<file path="src/rtl/game_sequencer.sv">
// Pong game-flow controller: attract/serve/play/pause/point/game-over sequencing and score keeping.
// Optional PLAY<->PAUSE toggling on the start key is compiled in with PONG_PAUSE_EN.
module game_sequencer #(
    parameter int SERVE_TICKS = 60,
    parameter int POINT_TICKS = 30,
    parameter int WIN_SCORE   = 7,
    parameter int CNT_W       = 8
) (
    input  logic       CLOCK_25,
    input  logic       reset_n,
    input  logic       tick,
    input  logic [3:0] keys_1,
    input  logic [3:0] keys_2,
    input  logic       miss_1,
    input  logic       miss_2,
    output logic       run,
    output logic       serve,
    output logic       serve_dir,
    output logic [2:0] score_1,
    output logic [2:0] score_2,
    output logic [2:0] state,
    output logic [1:0] winner
);

    localparam logic [2:0] ST_ATTRACT  = 3'd0;
    localparam logic [2:0] ST_SERVE    = 3'd1;
    localparam logic [2:0] ST_PLAY     = 3'd2;
    localparam logic [2:0] ST_PAUSE    = 3'd3;
    localparam logic [2:0] ST_POINT    = 3'd4;
    localparam logic [2:0] ST_GAMEOVER = 3'd5;

    localparam logic [3:0]       KEY_START = 4'd5;
    localparam logic [CNT_W-1:0] SERVE_CNT = CNT_W'(SERVE_TICKS);
    localparam logic [CNT_W-1:0] POINT_CNT = CNT_W'(POINT_TICKS);
    localparam logic [CNT_W-1:0] CNT_ONE   = CNT_W'(1);
    localparam logic [2:0]       WIN_VAL   = 3'(WIN_SCORE);

    logic [2:0]       state_q, state_d;
    logic [CNT_W-1:0] cnt_q, cnt_d;
    logic             key_prev_q, key_prev_d;
    logic             key_armed_q, key_armed_d;
    logic             serve_entry_q, serve_entry_d;
    logic             serve_q, serve_d;
    logic             run_q, run_d;
    logic             serve_dir_q, serve_dir_d;
    logic [2:0]       score_1_q, score_1_d;
    logic [2:0]       score_2_q, score_2_d;
    logic [1:0]       winner_q, winner_d;

    logic start_now;
    logic start_ev;

    // A key held through reset must be seen released on a tick before it can start a game.
    assign start_now   = (keys_1 == KEY_START) || (keys_2 == KEY_START);
    assign start_ev    = tick && start_now && !key_prev_q && key_armed_q;
    assign key_prev_d  = tick ? start_now : key_prev_q;
    assign key_armed_d = key_armed_q | (tick & ~start_now);

    always_comb begin
        state_d     = state_q;
        cnt_d       = cnt_q;
        serve_dir_d = serve_dir_q;
        score_1_d   = score_1_q;
        score_2_d   = score_2_q;
        winner_d    = winner_q;

        case (state_q)
            ST_ATTRACT, ST_GAMEOVER: begin
                if (start_ev) begin
                    state_d     = ST_SERVE;
                    cnt_d       = SERVE_CNT;
                    score_1_d   = 3'd0;
                    score_2_d   = 3'd0;
                    winner_d    = 2'd0;
                    serve_dir_d = 1'b0;
                end
            end
            ST_SERVE: begin
                if (tick) begin
                    if (cnt_q <= CNT_ONE) begin
                        state_d = ST_PLAY;
                        cnt_d   = '0;
                    end else begin
                        cnt_d = cnt_q - CNT_ONE;
                    end
                end
            end
            ST_PLAY: begin
                if (miss_1) begin
                    score_2_d   = score_2_q + 3'd1;
                    serve_dir_d = 1'b1;
                    state_d     = ST_POINT;
                    cnt_d       = POINT_CNT;
                end else if (miss_2) begin
                    score_1_d   = score_1_q + 3'd1;
                    serve_dir_d = 1'b0;
                    state_d     = ST_POINT;
                    cnt_d       = POINT_CNT;
                end
`ifdef PONG_PAUSE_EN
                else if (start_ev) begin
                    state_d = ST_PAUSE;
                end
`endif
            end
`ifdef PONG_PAUSE_EN
            ST_PAUSE: begin
                if (start_ev) begin
                    state_d = ST_PLAY;
                end
            end
`endif
            ST_POINT: begin
                if (tick) begin
                    if (cnt_q <= CNT_ONE) begin
                        if (score_1_q == WIN_VAL) begin
                            winner_d = 2'd1;
                            state_d  = ST_GAMEOVER;
                            cnt_d    = '0;
                        end else if (score_2_q == WIN_VAL) begin
                            winner_d = 2'd2;
                            state_d  = ST_GAMEOVER;
                            cnt_d    = '0;
                        end else begin
                            state_d = ST_SERVE;
                            cnt_d   = SERVE_CNT;
                        end
                    end else begin
                        cnt_d = cnt_q - CNT_ONE;
                    end
                end
            end
            default: begin
                state_d = ST_ATTRACT;
                cnt_d   = '0;
            end
        endcase
    end

    // serve_entry marks the first SERVE cycle; serve fires one cycle later.
    assign serve_entry_d = (state_d == ST_SERVE) && (state_q != ST_SERVE);
    assign serve_d       = serve_entry_q;
    assign run_d         = (state_d == ST_PLAY);

    always_ff @(posedge CLOCK_25 or negedge reset_n) begin
        if (!reset_n) begin
            state_q       <= ST_ATTRACT;
            cnt_q         <= '0;
            key_prev_q    <= 1'b0;
            key_armed_q   <= 1'b0;
            serve_entry_q <= 1'b0;
            serve_q       <= 1'b0;
            run_q         <= 1'b0;
            serve_dir_q   <= 1'b0;
            score_1_q     <= 3'd0;
            score_2_q     <= 3'd0;
            winner_q      <= 2'd0;
        end else begin
            state_q       <= state_d;
            cnt_q         <= cnt_d;
            key_prev_q    <= key_prev_d;
            key_armed_q   <= key_armed_d;
            serve_entry_q <= serve_entry_d;
            serve_q       <= serve_d;
            run_q         <= run_d;
            serve_dir_q   <= serve_dir_d;
            score_1_q     <= score_1_d;
            score_2_q     <= score_2_d;
            winner_q      <= winner_d;
        end
    end

    assign run       = run_q;
    assign serve     = serve_q;
    assign serve_dir = serve_dir_q;
    assign score_1   = score_1_q;
    assign score_2   = score_2_q;
    assign state     = state_q;
    assign winner    = winner_q;

endmodule
</file>
<file path="config.mk">
export PLATFORM = sky130hd
export DESIGN_NAME = game_sequencer
export DESIGN_NICKNAME = d
export VERILOG_FILES = /design/src/rtl/game_sequencer.sv
export SDC_FILE = /design/constraint.sdc
export NUM_CORES = 1
export LEC_CHECK = 0
export ABC_AREA = 1
export CAP_MARGIN = 10
export CORE_ASPECT_RATIO = 0.6
export CORE_MARGIN = 8
export CORE_UTILIZATION = 47
export CTS_CLUSTER_DIAMETER = 40
export DETAILED_ROUTE_END_ITERATION = 10
export PLACE_DENSITY_LB_ADDON = 0.12
export SETUP_SLACK_MARGIN = 0.3
export SKIP_LAST_GASP = 1
export SLEW_MARGIN = 10
export SYNTH_ARGS = -nofsm -noshare
export SYNTH_HDL_FRONTEND = slang
export SYNTH_SLANG_ARGS = --single-unit
</file>
<file path="constraint.sdc">
create_clock -name CLOCK_25 -period 1.4 [get_ports CLOCK_25]
set_input_delay 0.21 -clock CLOCK_25 [delete_from_list [all_inputs] [get_ports CLOCK_25]]
set_output_delay 0.21 -clock CLOCK_25 [all_outputs]
set_load 0.03 [all_outputs]
</file>
### Word level (Yosys, flattened, before mapping)

Cells that the tools add are included.

* register bits after elaboration: 25
* output and inout bits: 14

* $add $sub $neg: 3
* $lt $le $gt $ge: 1
* eq/ne operators: 20
* multiplexer cells: 36
* bitwise operators: 3
* reductions and logical operators: 15

Operators by type and width (count)
* 8-bit 2-to-1 mux: 7
* 3-bit 2-to-1 mux: 13
* 8-bit case mux with 4 select lines: 1
* 2-bit != test (second input constant): 7
* 3-bit equality test (second input constant): 4
* 6-bit 2-to-1 mux: 2
* 3-bit case mux with 2 select lines: 2
* 3-bit case mux with 4 select lines: 1
* 2-bit 2-to-1 mux: 5
* 4-bit by 3-bit equality test with 1-bit output (second input constant): 2
* 8-bit by 1-bit <= comparator with 1-bit output (second input constant): 1
* 4-bit AND reduction: 2
* 8-bit by 1-bit subtractor with 8-bit output (second input constant): 1
* 3-bit by 1-bit adder with 3-bit output (second input constant): 2
* 3-bit by 1-bit equality test with 1-bit output (second input constant): 2
* 3-bit by 2-bit equality test with 1-bit output (second input constant): 2
* 3-bit != test (second input constant): 2
* 3-bit AND reduction: 2
* 5-bit AND reduction: 1
* 1-bit logical AND: 4
* 2-bit case mux with 2 select lines: 1
* 2-bit nonzero test: 2
* 3-bit zero test: 1
* 1-bit 2-to-1 mux: 3
* other kinds (8): 8

### Longest topological paths before layout

* depth after elaboration: 9
* gate-level depth with buffers: 11
* mapped depth without buffers: 11

### Least setup slack after synthesis

No wires, ideal clock.

* path kind: flip-flop to flip-flop
* start: register score_1_q[0] (netlist: score_1[0])
* end: register cnt_q[3]
* arrival time: 1.501 ns
* required time: 1.336 ns
* setup slack: -0.165 ns
* cell stages (with the launch flop): 10
* cells stage by stage: dfrtp_1 ha_1 ha_1 nor2_1 nand3_1 inv_1 a21oi_1 nand2_1 nand2_2 nand2_2

* longest elaborated chain between the ends: 5

RTL lines
* start, declared: line 46 `logic [2:0] score_1_q, score_1_d;`
* start signal, assigned: line 167 `score_1_q <= score_1_d;`
* 3-bit equality test: line 116 `if (score_1_q == WIN_VAL) begin`
* 6-bit 2-to-1 mux: line 116
* 8-bit 2-to-1 mux: line 115 `if (cnt_q <= CNT_ONE) begin`
* 8-bit 2-to-1 mux: line 114 `if (tick) begin`
* 8-bit case mux with 4 select lines: line 67 `case (state_q)`
* end signal, assigned: line 160 `cnt_q <= cnt_d;`
* end, declared: line 39 `logic [CNT_W-1:0] cnt_q, cnt_d;`

Every way passes these cells. The select of a mux whose other input is x is not followed.
A chain may end at the register's enable or synchronous reset.

### Final worst setup path

* start: register cnt_q[0]
* end: register state_q[0] (netlist: state[0])

* longest elaborated chain between the ends: 4
* elaborated cells on any way between the ends: 6
* classes of those cells: order compare (1); mux (5)

RTL lines
* 8-bit by 1-bit <= comparator with 1-bit output (*): line 80, 115
* 3-bit 2-to-1 mux, on equally long branches: line 115, 80
* 3-bit 2-to-1 mux, on equally long branches: line 114, 79
* 3-bit case mux with 4 select lines (*): line 67
* net state_d[0]: line 38 `logic [2:0] state_q, state_d;`
* end signal, assigned: line 159 `state_q <= state_d;`
* end, declared: line 38

Mark *: on every way through the listed nets, which the timed path passes. The rest lies on a longest branch.

==> qor.yml <==
yosys:
  synth_cell_types: 29
  syn_area_per_cell_sq_um: 7.676
  synth_nets: 227
  netlist.top_cell.by_area: "dfrtp_1"
  ys_seq_elements: 25
  syn_area_sq_um: 1597
  synth.top_cells.by_count: "60 x nand2_1, 28 x inv_1, 25 x dfrtp_1"
  synthArstFlopShare_pct: 100.0
  postSynthCellCount: 208
  yosysWarnings: 0
  yosys-top-cells-area: "dfrtp_1 39%, nand2_1 14%, inv_1 6.6%"
  synth-edff-count: 0
  ys_seq_area_share_pct: 39.18
  yosysMostFrequentCell: "nand2_1"
  synth_top_area_share_pct: 39.18
  ys.flop_type: "dfrtp_1"
die:
  dieArea_sq_um: 5579
  fp.coreArea_sq_um: 3243
  io_pins: 27
  start_util_pct: 49.23
  num_rows: 16
  die_x_um: 91.24
  die_y_um: 61.15
drt:
  detail-route-antenna-nets: 0
  wl_um: 4986
  wl_per_cell_um: 15.11
  avgViaCountPerCell: 5.103
  drc: 0
  drt_iter0_drc: 173
  drtPass1Iterations: 5
  routed-via-count: 1684
critical_path:
  cp_num_buf_inv: 2
  r2r_end: "state[0]"
  slowest_delay_ns: 0.46
  crit_top_cell: "nand2_2"
  start_kind: "flop"
  critical_path_class: "flop to flop"
  crit_arrival_ns: 1.70
  critical_path.slowest_cell: "dfrtp_2"
  reg2reg_from: "cnt_q[0]"
  crit_chain: "inv_2 > ha_4 > o21ai_1 > nor2_1 > nand2_2 > nand2_2 > nand2_2 > nor2_4 > inv_2"
  cp_top_family: "simple AND/OR/NAND/NOR gates"
  reg2reg_depth: 9
  worstPathMaxFanout: 4
  regToRegSetupSlack_ns: -0.13
  end_kind: "flop"
  cp_data_required_time_ns: 1.57
sta:
  finalSetupViolCount: 17
  slew_viol_final: 0
  fin_ws_ns: -0.1256
  period_needed_ns: 1.526
  worst-slew-pin-transition_ns: 0.3327
  max_freq_ghz: 0.6555
  rsz0062_at_grt: "yes"
  whs_ns: 0.2889
  final-hold-violation-count: 0
  max-slew-margin-rel_pct: 77.82
  fin_crit_sh_pct: 109.0
  setup-tns-final_ns: -1.066
  finClkSkew_ns: 0.004966
cts:
  cts.clk_slew.worst_paths_ns: 0.09
  clk_path_buf_depth: 2
  numCtsBuffers: 3
  cts_root_buf: "clkbuf_8"
  clock_sinks: 25
  worstSkewPairLatency_ns: 0.28
  cts_tree: "yes"
  htreeDepth: 1
  postCtsHoldBufs: 0
global_routing:
  grt_pass1_wl_um: 7389
  first_global_vias: 1524
  antenna_found_initial: 0
  grt_start_max_net_pins: 26
  track_usage_pct: 16.74
  grt_overflow: 0
cells_and_area:
  drive_gt1_share_pct: 52.63
  antennaDiodeCount: 0
  nFillCells: 213
  utilization_pct: 80.29
  design_area_sq_um: 2604
  fin_nets: 305
  syn_to_final_growth_pct: 63.09
  fin_cells: 330
job:
  cap_viol_max_count: 0
power_and_ir_drop:
  power_frac_comb_pct: 66.8
  power.switching_mw: 2.180
  power_mw: 4.597
  power_frac_seq_pct: 23.7
  p_leak_nw: 1.317
  switching_share_pct: 47.42
  p_int_mw: 2.417
  p_clk_share_pct: 9.5
  peakVddDrop_mv: 1.209
  power.density_nw_per_um2: 1766
min_path:
  hp-class: "input port to async pin"
run_status:
  violations: "setup timing"
  run_status: "complete, but fails checks"
placed_design:
  dp.cells: 306
  place_area_sq_um: 2220
  pre_cts_ws_ns: -0.1875
  port_buffers: 26
  post-dp-hpwl_um: 3222
  gp_congestion: 0.8654
==> worst reg2reg max path, stage by stage (launching register included) <==
cell,delay [ns]
dfrtp_2,0.46
inv_2,0.10
ha_4,0.16
o21ai_1,0.07
nor2_1,0.19
nand2_2,0.12
nand2_2,0.09
nand2_2,0.07
nor2_4,0.13
inv_2,0.05
==> repair_timing <==
action                     in CTS  in global routing
buffers inserted               10                 10
pin swaps                      23                 21
resized for setup              89                 50
setup endpoints to repair      36                 31
cloned                          0                  0
==> state kept, by name, summed over array words and instances (netlist names), 2 cells and up <==
name and flops:
cnt_q 8, score_1 3, score_2 3, state 3, winner 2
==> placed cells by master, fill, tap and decap left out, types with 7 or more instances in the layout <==
cell type / synthesis / final
dfrtp_1: 25 / 16
inv_2: 4 / 9
nand2_2: 13 / 25
nor2_1: 16 / 10
inv_1: 28 / 22
nand2_1: 60 / 44
buf_4: 0 / 38
buf_6: 0 / 18
nand4_1: 7 / 7
dfrtp_2: 0 / 9
clkdlybuf4s50_1: 0 / 12
nor2_4: 1 / 7
==> layer usage <==
metal | GRT usage (%) | part of all wire [%]
met3 | 4.623 | 8.3
met1 | 22.97 | 46
met2 | 25.77 | 44
met5 | 0 | 0
met4 | 3.695 | 1.2
==> cell type report <==
cell class                 instances  area (sq um)  share of cell area [%]
inverter                          33         133.9                   5.142
sequential                        25         636.9                   24.46
tap                               45         56.30                   2.162
timing repair buffer              73         633.1                   24.32
clock buffer                       4         45.04                   1.730
multi-input combinational        150          1099                   42.19
==> worst max-delay path by stage <==
stage                     slack, ns  cells after the start         to        from
after CTS                     -0.06                     11   cnt_q[5]    cnt_q[0]
final                         -0.13                      9   state[0]    cnt_q[0]
after floorplan               0.004                      9  winner[0]  score_1[1]
after global routing          -0.20                      9   cnt_q[1]    cnt_q[0]
after detailed placement      -0.19                      8   cnt_q[6]        tick
after global placement        -0.17                      8   cnt_q[6]        tick
==> cells by family after synthesis <==
kind of cell / count (synthesis) / share of synthesized area, %
flip-flops: 25 / 39.18
AO/OA/AOI/OAI: 24 / 8.857
adder cells (fa/ha/maj): 6 / 4.702
AND/OR/NAND/NOR: 118 / 37.93
buffers and inverters: 33 / 8.228
XOR/XNOR: 2 / 1.097
==> power by group through the flow <==
stage	Combinational [mW]	Clock (mW)	Sequential, mW
final	3.07	0.439	1.09
after global routing	3.31	0.481	1.11
after CTS	2.55	0.455	1.07
after detailed placement	2.40	0	1.09
after global placement	2.38	0	1.08
after floorplan	1.45	0	1.23
(Power assumes the default switching activity.)
